--- src/rtl/ysyx_22041412_idu_pipe.sv ---
// Instruction-decode stage between IFU and EXU: splits fields, builds the
// extended immediate and format code, and raises class flags.
module ysyx_22041412_idu_pipe #(
  parameter int XLEN = 64,
  parameter bit PIPE = 1'b1
) (
  input  logic            clk,
  input  logic            rst,
  input  logic            flush,
  input  logic            in_valid,
  output logic            in_ready,
  input  logic [31:0]     in_instr,
  input  logic [XLEN-1:0] in_pc,
  output logic            out_valid,
  input  logic            out_ready,
  output logic [XLEN-1:0] out_pc,
  output logic [6:0]      opcode,
  output logic [2:0]      func3,
  output logic [6:0]      func7,
  output logic [4:0]      rs1,
  output logic [4:0]      rs2,
  output logic [4:0]      rd,
  output logic [XLEN-1:0] imm,
  output logic [2:0]      fmt,
  output logic            is_load,
  output logic            is_store,
  output logic            is_branch,
  output logic            is_jump,
  output logic            is_word,
  output logic            is_ebreak,
  output logic            illegal
);
  localparam bit RV64 = (XLEN == 64);

  localparam logic [6:0] OPC_LOAD    = 7'b0000011;
  localparam logic [6:0] OPC_OPIMM   = 7'b0010011;
  localparam logic [6:0] OPC_AUIPC   = 7'b0010111;
  localparam logic [6:0] OPC_OPIMM32 = 7'b0011011;
  localparam logic [6:0] OPC_STORE   = 7'b0100011;
  localparam logic [6:0] OPC_OP      = 7'b0110011;
  localparam logic [6:0] OPC_LUI     = 7'b0110111;
  localparam logic [6:0] OPC_OP32    = 7'b0111011;
  localparam logic [6:0] OPC_BRANCH  = 7'b1100011;
  localparam logic [6:0] OPC_JALR    = 7'b1100111;
  localparam logic [6:0] OPC_JAL     = 7'b1101111;
  localparam logic [6:0] OPC_SYSTEM  = 7'b1110011;

  localparam logic [2:0] FMT_R = 3'd0, FMT_I = 3'd1, FMT_S = 3'd2, FMT_B = 3'd3,
                         FMT_U = 3'd4, FMT_J = 3'd5, FMT_SYS = 3'd6, FMT_ILL = 3'd7;

  // Raw instruction is kept in the bundle; field outputs are slices of it.
  typedef struct packed {
    logic [XLEN-1:0] pc;
    logic [31:0]     instr;
    logic [XLEN-1:0] imm;
    logic [2:0]      fmt;
    logic            ld, st, br, jp, wd, eb, il;
  } dec_t;

  dec_t d, b;
  logic bad;
  logic [6:0] op;
  logic [XLEN-1:0] imm_i, imm_s, imm_b, imm_u, imm_j, imm_sys;

  assign op      = in_instr[6:0];
  assign imm_i   = XLEN'($signed(in_instr[31:20]));
  assign imm_s   = XLEN'($signed({in_instr[31:25], in_instr[11:7]}));
  assign imm_b   = XLEN'($signed({in_instr[31], in_instr[7], in_instr[30:25], in_instr[11:8], 1'b0}));
  assign imm_u   = XLEN'($signed({in_instr[31:12], 12'b0}));
  assign imm_j   = XLEN'($signed({in_instr[31], in_instr[19:12], in_instr[20], in_instr[30:21], 1'b0}));
  assign imm_sys = XLEN'(in_instr[19:15]);

  always_comb begin
    d       = '0;
    bad     = 1'b0;
    d.pc    = in_pc;
    d.instr = in_instr;
    case (op)
      OPC_OP:      d.fmt = FMT_R;
      OPC_OP32:    begin d.fmt = FMT_R; d.wd = 1'b1; end
      OPC_OPIMM:   begin d.fmt = FMT_I; d.imm = imm_i; end
      OPC_OPIMM32: begin d.fmt = FMT_I; d.imm = imm_i; d.wd = 1'b1; end
      OPC_LOAD:    begin d.fmt = FMT_I; d.imm = imm_i; d.ld = 1'b1; end
      OPC_JALR:    begin d.fmt = FMT_I; d.imm = imm_i; d.jp = 1'b1; end
      OPC_STORE:   begin d.fmt = FMT_S; d.imm = imm_s; d.st = 1'b1; end
      OPC_BRANCH:  begin d.fmt = FMT_B; d.imm = imm_b; d.br = 1'b1; end
      OPC_LUI,
      OPC_AUIPC:   begin d.fmt = FMT_U; d.imm = imm_u; end
      OPC_JAL:     begin d.fmt = FMT_J; d.imm = imm_j; d.jp = 1'b1; end
      OPC_SYSTEM:  begin d.fmt = FMT_SYS; d.imm = imm_sys; end
      default:     bad = 1'b1;
    endcase
    // Word ops only exist on RV64.
    if (!RV64 && (op == OPC_OP32 || op == OPC_OPIMM32)) bad = 1'b1;
    if (in_instr[1:0] != 2'b11) bad = 1'b1;
    d.eb = (in_instr == 32'h0010_0073);
    if (bad) begin
      d.fmt = FMT_ILL;
      d.imm = '0;
      d.ld  = 1'b0; d.st = 1'b0; d.br = 1'b0; d.jp = 1'b0;
      d.wd  = 1'b0; d.eb = 1'b0;
      d.il  = 1'b1;
    end
  end

  generate
    if (PIPE) begin : g_reg
      dec_t q;
      logic v;
      // Flush beats accept; a stalled bundle is held because in_ready is low.
      always_ff @(posedge clk) begin
        if (rst) begin
          v <= 1'b0;
          q <= '0;
        end else if (flush) begin
          v <= 1'b0;
        end else if (in_valid && in_ready) begin
          v <= 1'b1;
          q <= d;
        end else if (out_ready) begin
          v <= 1'b0;
        end
      end
      assign b         = q;
      assign out_valid = v;
      assign in_ready  = !v || out_ready;
    end else begin : g_comb
      assign b         = d;
      assign out_valid = in_valid && !flush;
      assign in_ready  = out_ready;
    end
  endgenerate

  assign out_pc    = b.pc;
  assign opcode    = b.instr[6:0];
  assign func3     = b.instr[14:12];
  assign func7     = b.instr[31:25];
  assign rs1       = b.instr[19:15];
  assign rs2       = b.instr[24:20];
  assign rd        = b.instr[11:7];
  assign imm       = b.imm;
  assign fmt       = b.fmt;
  assign is_load   = b.ld;
  assign is_store  = b.st;
  assign is_branch = b.br;
  assign is_jump   = b.jp;
  assign is_word   = b.wd;
  assign is_ebreak = b.eb;
  assign illegal   = b.il;
endmodule

--- config.mk ---
export PLATFORM = sky130hd
export DESIGN_NAME = ysyx_22041412_idu_pipe
export DESIGN_NICKNAME = d
export VERILOG_FILES = /design/src/rtl/ysyx_22041412_idu_pipe.sv
export SDC_FILE = /design/constraint.sdc
export NUM_CORES = 1
export LEC_CHECK = 0
export CORE_MARGIN = 2
export CORE_UTILIZATION = 41
export CTS_CLUSTER_SIZE = 12
export DETAILED_ROUTE_END_ITERATION = 6
export PLACE_DENSITY = 0.8
export SYNTH_ARGS = -nofsm -noshare
export SYNTH_HDL_FRONTEND = slang
export SYNTH_SLANG_ARGS = --single-unit
--- constraint.sdc ---
create_clock -name clk -period 1.57 [get_ports clk]
set_input_delay 0.157 -clock clk [delete_from_list [all_inputs] [get_ports clk]]
set_output_delay 0.157 -clock clk [all_outputs]
set_load 0.05 [all_outputs]
==> metrics, run 1 <==
status complete, no violations; r2r setup slk 0.03 ns; Remaining Overflow, GRT 0; number of I/O port buffers 272; Initial DRC Count 385; kind of end point of the critical path flop; WP data arrival 1.86 ns; Synth Register Bits 139; Max Cap Viol 0; mapped cell area 5748 µm²; Nets 1081; Yosys cell types 55; CTS Buf Count 17; Root Buffer clkbuf_16; number of global-route vias before repair 5510; Final GP Congestion 0.8317; die height 122.4 µm; combinational family with the most area after synthesis simple AND/OR/NAND/NOR gates; crit-path max cell delay 0.48 ns; Area growth, synth to finish 70.37%; Rows 43; H-Tree Depth 4; skew final 0.008389 ns; Seq/Total Area, Yosys 48.41%; DRT Pass-1 Iters 4; Pwr Density 1004 nW/µm²; filler cell count 1036; leading area contributor after synthesis dfxtp_1; Pwr Total 9831 µW; Final Util 71.10%; startpoint types input pin; LEAKAGE 0.004048 µW; clk_lat worst skew 0.42 ns; Seq. cell area 2788 µm²; worst vdd ir 0.0007036 V; Syn. warnings 0; Fmax achieved 0.6447 GHz; area of the multi-input gates 2580 µm²; main flop type after synthesis dfxtp_1; initial antenna violation count 0; kind of critical path in2reg; Worst Tran Pin Value 0.5838 ns; Worst Hold Class in2reg; Synth Instances 688; ANT cells 0; DR vias/cell 5.068; Final Cell Area 9793 µm²; post-cts hold buffer count 0; crit-path cells clkdlybuf4s50_1 -> buf_4 -> nor3b_1 -> buf_4 -> a2111oi_4 -> buf_2 -> a21oi_1 -> o2bb2ai_2; max-slew violations 0; die extent in x 122.4 µm; final worst path period share 98.80%; total number of vias 5945; fraction of the mapped netlist area in compound gates 21.07%; most instantiated cells after synthesis nand2_1, dfxtp_1, a21oi_1, buf_4, buf_2; Avg Cell Area, Syn 8.355 µm²; hpwl dp 13950 µm; CORE AREA 13770 µm²; TritonCTS Sinks 139; Post-DRT Antenna Nets 0; worst-path maximum fanout 14; TritonCTS clock tree built; Clk pin slew, worst setup/hold paths 0.06 ns; Initial Utilization 41.73%; pin count of the biggest net entering global routing 68; routed wire length 19660 µm; Post-synth EDFFs 0; Yosys top cell area share 48.41%; final setup fails 0; critical path required time 1.88 ns; RSZ-0062 raised after global routing yes; Routed wire per std cell 16.76 µm; Slew HR 61.01%; share of cells above drive strength 1 33.94%; most frequent cell after synthesis nand2_1; gr usage total 25.13%; Top cell by count, worst path buf_4; mux share of post-synthesis cell area 0.1741%; Synthesized Nets 789; DRC Markers 0; Tmin final 1.551 ns; Synth Area in Adders 0.1741%; simple-gate area share of the yosys netlist 21.31%; die area 14980 µm²; Clock Path Buffers 2; synth top area cells dfxtp_1, nand2_1, a21oi_1, buf_4, o2bb2ai_2; hold violation total from the final report 0; Area after DPL 8951 µm²; Post-synth ARST share 0%; first-pass GRT wire length 29150 µm; Slowest-stage cell, CP clkdlybuf4s50_1; Synth Area in XOR/XNOR 0%; # IOs 273
-- critical path: cells and delay by family --
family / cells / cell delay [ns]
compound gates: 3 / 0.27
buf+inv: 4 / 1.04
simple gates: 1 / 0.39
-- layer usage --
layer	GRT usage (%)	up-vias	routed length, µm
li1	-	2911	-
met1	30.55	2786	7881
met2	42.81	222	10010
met3	5.901	26	1395
met4	10.06	0	371
met5	0	-	0
-- placed cells by master (no fill, tap or decap), drive strengths merged, types with 4 or more instances in the layout --
| cell | count |
|---|---|
| o2bb2ai | 24 |
| nor3 | 5 |
| bufinv | 5 |
| clkdlybuf4s50 | 93 |
| nand3 | 6 |
| a2bb2oi | 10 |
| inv | 7 |
| nor4 | 6 |
| buf | 258 |
| o22a | 4 |
| and3 | 7 |
| nand2 | 206 |
| dfxtp | 139 |
| dlymetal6s2s | 6 |
| a21oi | 119 |
| nand4 | 5 |
| clkbuf | 20 |
| nor2 | 18 |
| a32oi | 6 |
-- state kept, by name, summed over array words and instances, names as in the netlist, 5 cells and up --
| signal | cells |
|---|---|
| func7 | 7 |
| imm | 32 |
| opcode | 7 |
| out_pc | 64 |
| rd | 5 |
| rs1 | 5 |
| rs2 | 5 |
-- metrics by stage --
| step | hold slack (ns) | setup TNS, ns | instances | setup WS [ns] |
|---|---|---|---|---|
| final | 0.09311 | 0 | 1173 | 0.01888 |
| after global placement | 0.4394 | -29.58 | 1135 | -0.5721 |
| after global routing | 0.09005 | -0.3929 | 1173 | -0.04816 |
| after floorplan | 0.2264 | -7.746 | 688 | -0.09071 |
| after detailed placement | 0.4458 | -32.83 | 1135 | -0.6054 |
| after CTS | 0.07841 | 0 | 1168 | 0.01511 |
-- final timing paths --
check	startpoint	to	cells after the start
worst max-delay path	in_instr[3]	imm[20]$_SDFFE_PP0P_	8
worst min-delay path	rst	imm[7]$_SDFFE_PP0P_	2
worst max register to register	out_valid$_SDFFE_PP0P_	rs2[0]$_SDFFE_PP0P_	7
worst min register to register	rs2[3]$_SDFFE_PP0P_	rs2[3]$_SDFFE_PP0P_	2
-- logic make-up after synthesis --
logic type,after synthesis
compound gates,182
flops,139
fa+ha+maj,1
simple gates,275
mux,1
buf+inv,90
-- power breakdown --
part	internal (µW)	switching [µW]	leakage, µW
logic	674	986	0.00260
clock network	2880	1580	0.000315
registers	3650	64.5	0.00113
total	7200	2630	0.00405
-- area by class of cell --
cell class                 instances  share of cell area, %
clock inverter                    13                  2.159
sequential                       139                  28.47
multi-input combinational        459                  26.34
timing repair buffer             358                  35.98
clock buffer                      19                  4.523
inverter                           5                 0.2300
tap                              180                  2.300
-- repair_timing --
item | 4_1_cts | 5_1_grt
cloned | 0 | 2
endpoints found under the setup margin | 9 | 82
gates resized for setup | 4 | 27
buffers inserted | 1 | 3
pin swaps | 0 | 16
Note: power is estimated with default switching activity, not from simulation.
==> run 2: changes to the inputs <==
Settings changed: CORE_UTILIZATION 41 to 35, PLACE_DENSITY 0.8 to 0.7.
==> run 2 against run 1 <==
Against the previous run: first-iteration DRC count down 7.0%; wire length up 2.6%; final area up 1.5%; power about the same; maximum frequency up 3.1%; critical path depth down 1.
==> metrics, run 2 (synthesis gave the netlist of run 1 again) <==
crit-path cells clkdlybuf4s50_1 -> buf_6 -> or3b_4 -> nand3_2 -> nand4b_4 -> buf_12 -> o2bb2ai_1 (was clkdlybuf4s50_1 -> buf_4 -> nor3b_1 -> buf_4 -> a2111oi_4 -> buf_2 -> a21oi_1 -> o2bb2ai_2); total number of vias 5952 (was 5945); most frequent cells in the layout buf_4, nand2_1, dfxtp_1 (unchanged); reg2reg path depth 5 (was 7); die area 17460 µm² (was 14980 µm²); Area growth, synth to finish 72.99% (was 70.37%); status complete, no violations (unchanged); H-Tree Depth 4 (unchanged); r2r setup slk 0.08 ns (was 0.03 ns); final setup fails 0 (unchanged); CORE AREA 15940 µm² (was 13770 µm²); Clock Path Buffers 2 (unchanged); critical path required time 1.92 ns (was 1.88 ns); most common cell after layout, fill and taps aside buf_4 (unchanged); first-pass GRT wire length 31190 µm (was 29150 µm); DRT Pass-1 Iters 5 (was 4); hpwl dp 14560 µm (was 13950 µm); Clk pin slew, worst setup/hold paths 0.06 ns (about the same); startpoint types input pin (unchanged); number of global-route vias before repair 5685 (was 5510); share of cells above drive strength 1 33.47% (was 33.94%); Tmin final 1.504 ns (was 1.551 ns); crit path capture imm[3]$_SDFFE_PP0P_ (was imm[20]$_SDFFE_PP0P_); Initial DRC Count 358 (was 385); LEAKAGE 0.004074 µW (was 0.004048 µW); kind of critical path in2reg (unchanged); gr usage total 22.24% (was 25.13%); TritonCTS Sinks 139 (unchanged); skew final 0.007074 ns (was 0.008389 ns); final worst path period share 95.80% (was 98.80%); Root Buffer clkbuf_16 (unchanged); worst vdd ir 0.0007556 V (was 0.0007036 V); Nets 1092 (was 1081); DRC Markers 0 (unchanged); Final Util 62.37% (was 71.10%); routed wire length 20170 µm (was 19660 µm); Slew HR 62.41% (was 61.01%); CP top delay family buffers and inverters (unchanged); Inst Count DP 1183 (was 1135); crit path from in_instr[4] (was in_instr[3]); Remaining Overflow, GRT 0 (unchanged); initial antenna violation count 0 (unchanged); Crit. path cell count 7 (was 8); CP bufs+invs 3 (was 4); Worst Hold Class in2reg (unchanged); Critical R2R Launch out_valid$_SDFFE_PP0P_ (unchanged); Hold Path Origin rst (unchanged); crit-path max cell delay 0.51 ns (was 0.48 ns); RSZ-0062 raised after global routing no (was yes); die height 132.2 µm (was 122.4 µm); Final Cell Area 9943 µm² (was 9793 µm²); CTS Buf Count 17 (unchanged); Worst Tran Pin Value 0.5628 ns (was 0.5838 ns); max reg flops 64 (unchanged); number of I/O port buffers 272 (unchanged); # IOs 273 (unchanged); kind of end point of the critical path flop (unchanged); Pwr Total 9822 µW (was 9831 µW); hold violation total from the final report 0 (unchanged); max-slew violations 0 (unchanged); worst-path maximum fanout 13 (was 14); fin cells 1220 (was 1173); die extent in x 132.2 µm (was 122.4 µm); post-cts hold buffer count 0 (unchanged); Pwr Density 987.8 nW/µm² (was 1004 nW/µm²); Max Cap Viol 0 (unchanged); WP data arrival 1.85 ns (was 1.86 ns); Routed wire per std cell 16.53 µm (was 16.76 µm); Final GP Congestion 0.8458 (was 0.8317); Fmax achieved 0.6648 GHz (was 0.6447 GHz); Rows 46 (was 43); DR vias/cell 4.879 (was 5.068); clk_lat worst skew 0.42 ns (about the same); Slowest-stage cell, CP clkdlybuf4s50_1 (unchanged); Initial Utilization 36.05% (was 41.73%); Area after DPL 9124 µm² (was 8951 µm²); RR Endpoint is_word$_SDFFE_PP0P_ (was rs2[0]$_SDFFE_PP0P_); TritonCTS clock tree built (unchanged); ANT cells 0 (unchanged); Post-DRT Antenna Nets 0 (unchanged); pin count of the biggest net entering global routing 67 (was 68)
[run 2: changes by cell type in the layout (fill, tap and decap cells not counted), sizes merged]
cell,change
dlymetal6s2s,-6
clkdlybuf4s50,+6
clkinv,+3
clkinvlp,-2
clkbuf,+3
buf,+8
inv,-1
[run 2: routing by layer]
layer  routed length, µm  GRT usage, %
met3                1112         4.806
met5                   0             0
met2               10050         37.59
met1                8642         27.93
met4                 361         8.092
[run 2: worst min-delay path by stage]
stage                                   endpoint  slack [ns]  depth (start not counted)
after global routing         imm[2]$_SDFFE_PP0P_        0.20                          3
after CTS                    imm[2]$_SDFFE_PP0P_        0.18                          3
after global placement       rs2[2]$_SDFFE_PP0P_        0.44                          2
after detailed placement  is_branch$_SDFFE_PP0P_        0.44                          2
final                        imm[2]$_SDFFE_PP0P_        0.19                          3
after floorplan           out_valid$_SDFFE_PP0P_        0.23                          1
[run 2: worst register-to-register path, stage by stage (launching register included)]
cell     delay [ns]
dfxtp_4        0.34
and2b_4        0.19
nor3_4         0.18
buf_6          0.14
or4b_1         0.43
a21oi_1        0.14
[run 2: metrics by stage]
stage	TNS, ns	hold WS [ns]	worst slack, ns
6_report	0	0.1879	0.06587
5_1_grt	0	0.1971	0.003464
4_1_cts	0	0.1830	0.003373
3_5_place_dp	-34.12	0.4444	-0.5637
3_3_place_gp	-30.69	0.4392	-0.4780
2_1_floorplan	-7.746	0.2264	-0.09071
[run 2: final cells by class]
type	count	area (µm²)
fill	1369	6000
timing repair buffer	369	3706
inverter	5	22.52
clock buffer	19	432.9
tap	216	270.3
multi-input combinational	459	2510
sequential	139	2788
clock inverter	13	214.0
[run 2: report_power, final]
group          total (µW)  internal (µW)  switching [µW]
sequential           3720           3650            65.3
clock                4400           2830            1560
combinational        1710            720             985
total                9820           7210            2610
[run 2: repair_timing]
item | 4_1_cts | 5_1_grt
cloned | 0 | 4
setup buffers | 0 | 2
pin swaps | 0 | 1
gates resized for setup | 1 | 14
endpoints found under the setup margin | 7 | 75
==> run 3: changes to the inputs <==
Settings changed: CELL_PAD_IN_SITES_DETAIL_PLACEMENT set to 1, CELL_PAD_IN_SITES_GLOBAL_PLACEMENT set to 1, CORE_UTILIZATION 35 to 25, PLACE_DENSITY 0.7 to not set, PLACE_DENSITY_LB_ADDON set to 0.1.
==> run 3 against run 2 <==
Against the previous run: the run now ends with setup timing left; clock skew grew 0.0082 ns; cell count up 6.6%; flip-flop and latch count did not move; power grew 2.3%; critical path depth rose by 1; clock power increased by 3%; sequential share of layout area down 1.4 points; combinational power increased by 6%; count of clock-buffer cells in the layout unchanged; final area rose by 5.1%; global-route usage decreased by 2.8 points; critical path type is now reg2reg; largest cell class unchanged.
==> metrics, run 3 (synthesis gave the netlist of run 1 again) <==
status finished with violations (was complete, no violations); failing checks setup timing; Pwr Density 961.8 nW/µm² (was 987.8 nW/µm²); most frequent cells in the layout buf_4, nand2_1, dfxtp_1 (unchanged); Worst Hold Class in2reg (unchanged); post-cts hold buffer count 0 (unchanged); Critical R2R Launch out_valid$_SDFFE_PP0P_ (unchanged); Hold Path Origin rst (unchanged); Final Util 46.30% (was 62.37%); number of global-route vias before repair 6453 (was 5685); most common cell after layout, fill and taps aside buf_4 (unchanged); H-Tree Depth 4 (unchanged); kind of end point of the critical path flop (unchanged); RSZ-0062 raised after global routing yes (was no); routed wire length 25310 µm (was 20170 µm); number of I/O port buffers 272 (unchanged); die height 155.6 µm (was 132.2 µm); RR Endpoint imm[19]$_SDFFE_PP0P_ (was is_word$_SDFFE_PP0P_); skew final 0.01532 ns (was 0.007074 ns); Final GP Congestion 0.8517 (was 0.8458); hold violation total from the final report 0 (unchanged); WP data arrival 2.03 ns (was 1.85 ns); kind of critical path reg2reg (was in2reg); CTS Buf Count 17 (unchanged); Nets 1103 (was 1092); Rows 55 (was 46); total number of vias 6131 (was 5952); DRT Pass-1 Iters 6 (was 5); Initial Utilization 25.47% (was 36.05%); DR vias/cell 4.716 (was 4.879); CORE AREA 22570 µm² (was 15940 µm²); worst vdd ir 0.0005630 V (was 0.0007556 V); first-pass GRT wire length 36300 µm (was 31190 µm); reg2reg path depth 8 (was 5); ANT cells 0 (unchanged); die area 24220 µm² (was 17460 µm²); TritonCTS clock tree built (unchanged); Clock Path Buffers 2 (unchanged); DRC Markers 0 (unchanged); max-slew violations 0 (unchanged); Max Cap Viol 0 (unchanged); Pwr Total 10050 µW (was 9822 µW); hpwl dp 16910 µm (was 14560 µm); critical path required time 1.92 ns (about the same); Slew HR 43.57% (was 62.41%); filler cell count 2554 (was 1369); r2r setup slk -0.11 ns (was 0.08 ns); clk_lat worst skew 0.43 ns (was 0.42 ns); Clk pin slew, worst setup/hold paths 0.07 ns (was 0.06 ns); final setup fails 83 (was 0); initial antenna violation count 0 (unchanged); worst hold slack 0.2151 ns (was 0.1879 ns); Root Buffer clkbuf_16 (unchanged); final worst path period share 106.7% (was 95.80%); startpoint types flop (was input pin); # IOs 273 (unchanged); Fmax achieved 0.5969 GHz (was 0.6648 GHz); Post-DRT Antenna Nets 0 (unchanged); Final WS setup -0.1054 ns (was 0.06587 ns); max reg flops 64 (unchanged); Routed wire per std cell 19.47 µm (was 16.53 µm); Worst Tran Pin Value 0.8456 ns (was 0.5628 ns); worst-path maximum fanout 5 (was 13); Area growth, synth to finish 81.82% (was 72.99%); Initial DRC Count 227 (was 358); pin count of the biggest net entering global routing 117 (was 67); LEAKAGE 0.004228 µW (was 0.004074 µW); TritonCTS Sinks 139 (unchanged); Worst Hold End imm[28]$_SDFFE_PP0P_ (was imm[2]$_SDFFE_PP0P_); Hold Path Depth 3 (unchanged); Remaining Overflow, GRT 0 (unchanged); share of cells above drive strength 1 36.06% (was 33.47%); Tmin final 1.675 ns (was 1.504 ns); gr usage total 19.41% (was 22.24%); die extent in x 155.6 µm (was 132.2 µm)
run 3: changes by cell type in the layout (fill, tap and decap cells not counted), sizes merged:
cell,before,now
buf,266,275
clkinvlp,1,5
clkinv,6,3
clkdlybuf4s50,99,97
nor2,18,19
inv,6,5
dlygate4sd2,0,1
dlymetal6s2s,0,1
clkbuf,23,24
run 3: power by group:
part           leakage, µW  internal, µW  total (µW)  switching (µW)
logic              0.00279           746        1810            1060
clock network     0.000306          2880        4520            1650
registers          0.00113          3650        3720            71.1
total              0.00423          7280       10100            2780
run 3: worst max path at each step:
stage | startpoint | to | slack (ns) | depth (start not counted)
after floorplan | out_valid$_SDFFE_PP0P_ | imm[0]$_SDFFE_PP0P_ | -0.09 | 6
after global placement | in_instr[31] | is_ebreak$_SDFFE_PP0P_ | -0.70 | 6
after detailed placement | in_instr[31] | is_ebreak$_SDFFE_PP0P_ | -0.78 | 6
after CTS | in_instr[31] | is_ebreak$_SDFFE_PP0P_ | -0.09 | 6
after global routing | out_valid$_SDFFE_PP0P_ | imm[1]$_SDFFE_PP0P_ | -0.17 | 8
final | out_valid$_SDFFE_PP0P_ | imm[19]$_SDFFE_PP0P_ | -0.11 | 8
run 3: cell type report:
class	count	area, µm²	share of cell area, %
multi-input cells	460	2738	26.19
clock inverters	13	215.2	2.059
inverters	5	22.52	0.2155
clock buffers	19	442.9	4.238
repair buffers	379	3889	37.21
flip-flops and latches	139	2788	26.67
well taps	285	356.6	3.412
run 3: routing by layer:
layer / part of all wire [%] / vias to the layer above / wire length [µm] / global-route usage, %
met5: 0 / - / 0 / 0
met4: 2.5 / 0 / 622 / 7.034
met3: 4.4 / 34 / 1108 / 4.306
met2: 50 / 161 / 12720 / 34.81
met1: 43 / 2977 / 10850 / 22.68
li1: - / 2959 / - / -
run 3: critical path: stages (launching register included):
cell,delay (ns)
dfxtp_4,0.34
and2b_2,0.21
buf_6,0.12
nor3_4,0.21
buf_6,0.13
nand4b_4,0.16
buf_12,0.18
buf_16,0.13
o2bb2ai_4,0.10
run 3: what timing repair did:
| item | in CTS | in global routing |
|---|---|---|
| gates cloned | 6 | 6 |
| setup endpoints to repair | 35 | 117 |
| gates resized for setup | 34 | 28 |
| pin swaps | 20 | 19 |
| setup buffers | 11 | 4 |
run 3: metrics by stage:
stage | worst slack (ns) | cells | cell area [µm²] | TNS, ns
floorplan | -0.09071 | 688 | 5814 | -7.746
global placement | -0.6951 | 1245 | 9082 | -36.25
detailed placement | -0.7824 | 1245 | 9082 | -42.69
CTS | -0.09265 | 1294 | 10160 | -1.316
global route | -0.1718 | 1300 | 10450 | -10.79
finish | -0.1054 | 1300 | 10450 | -3.032
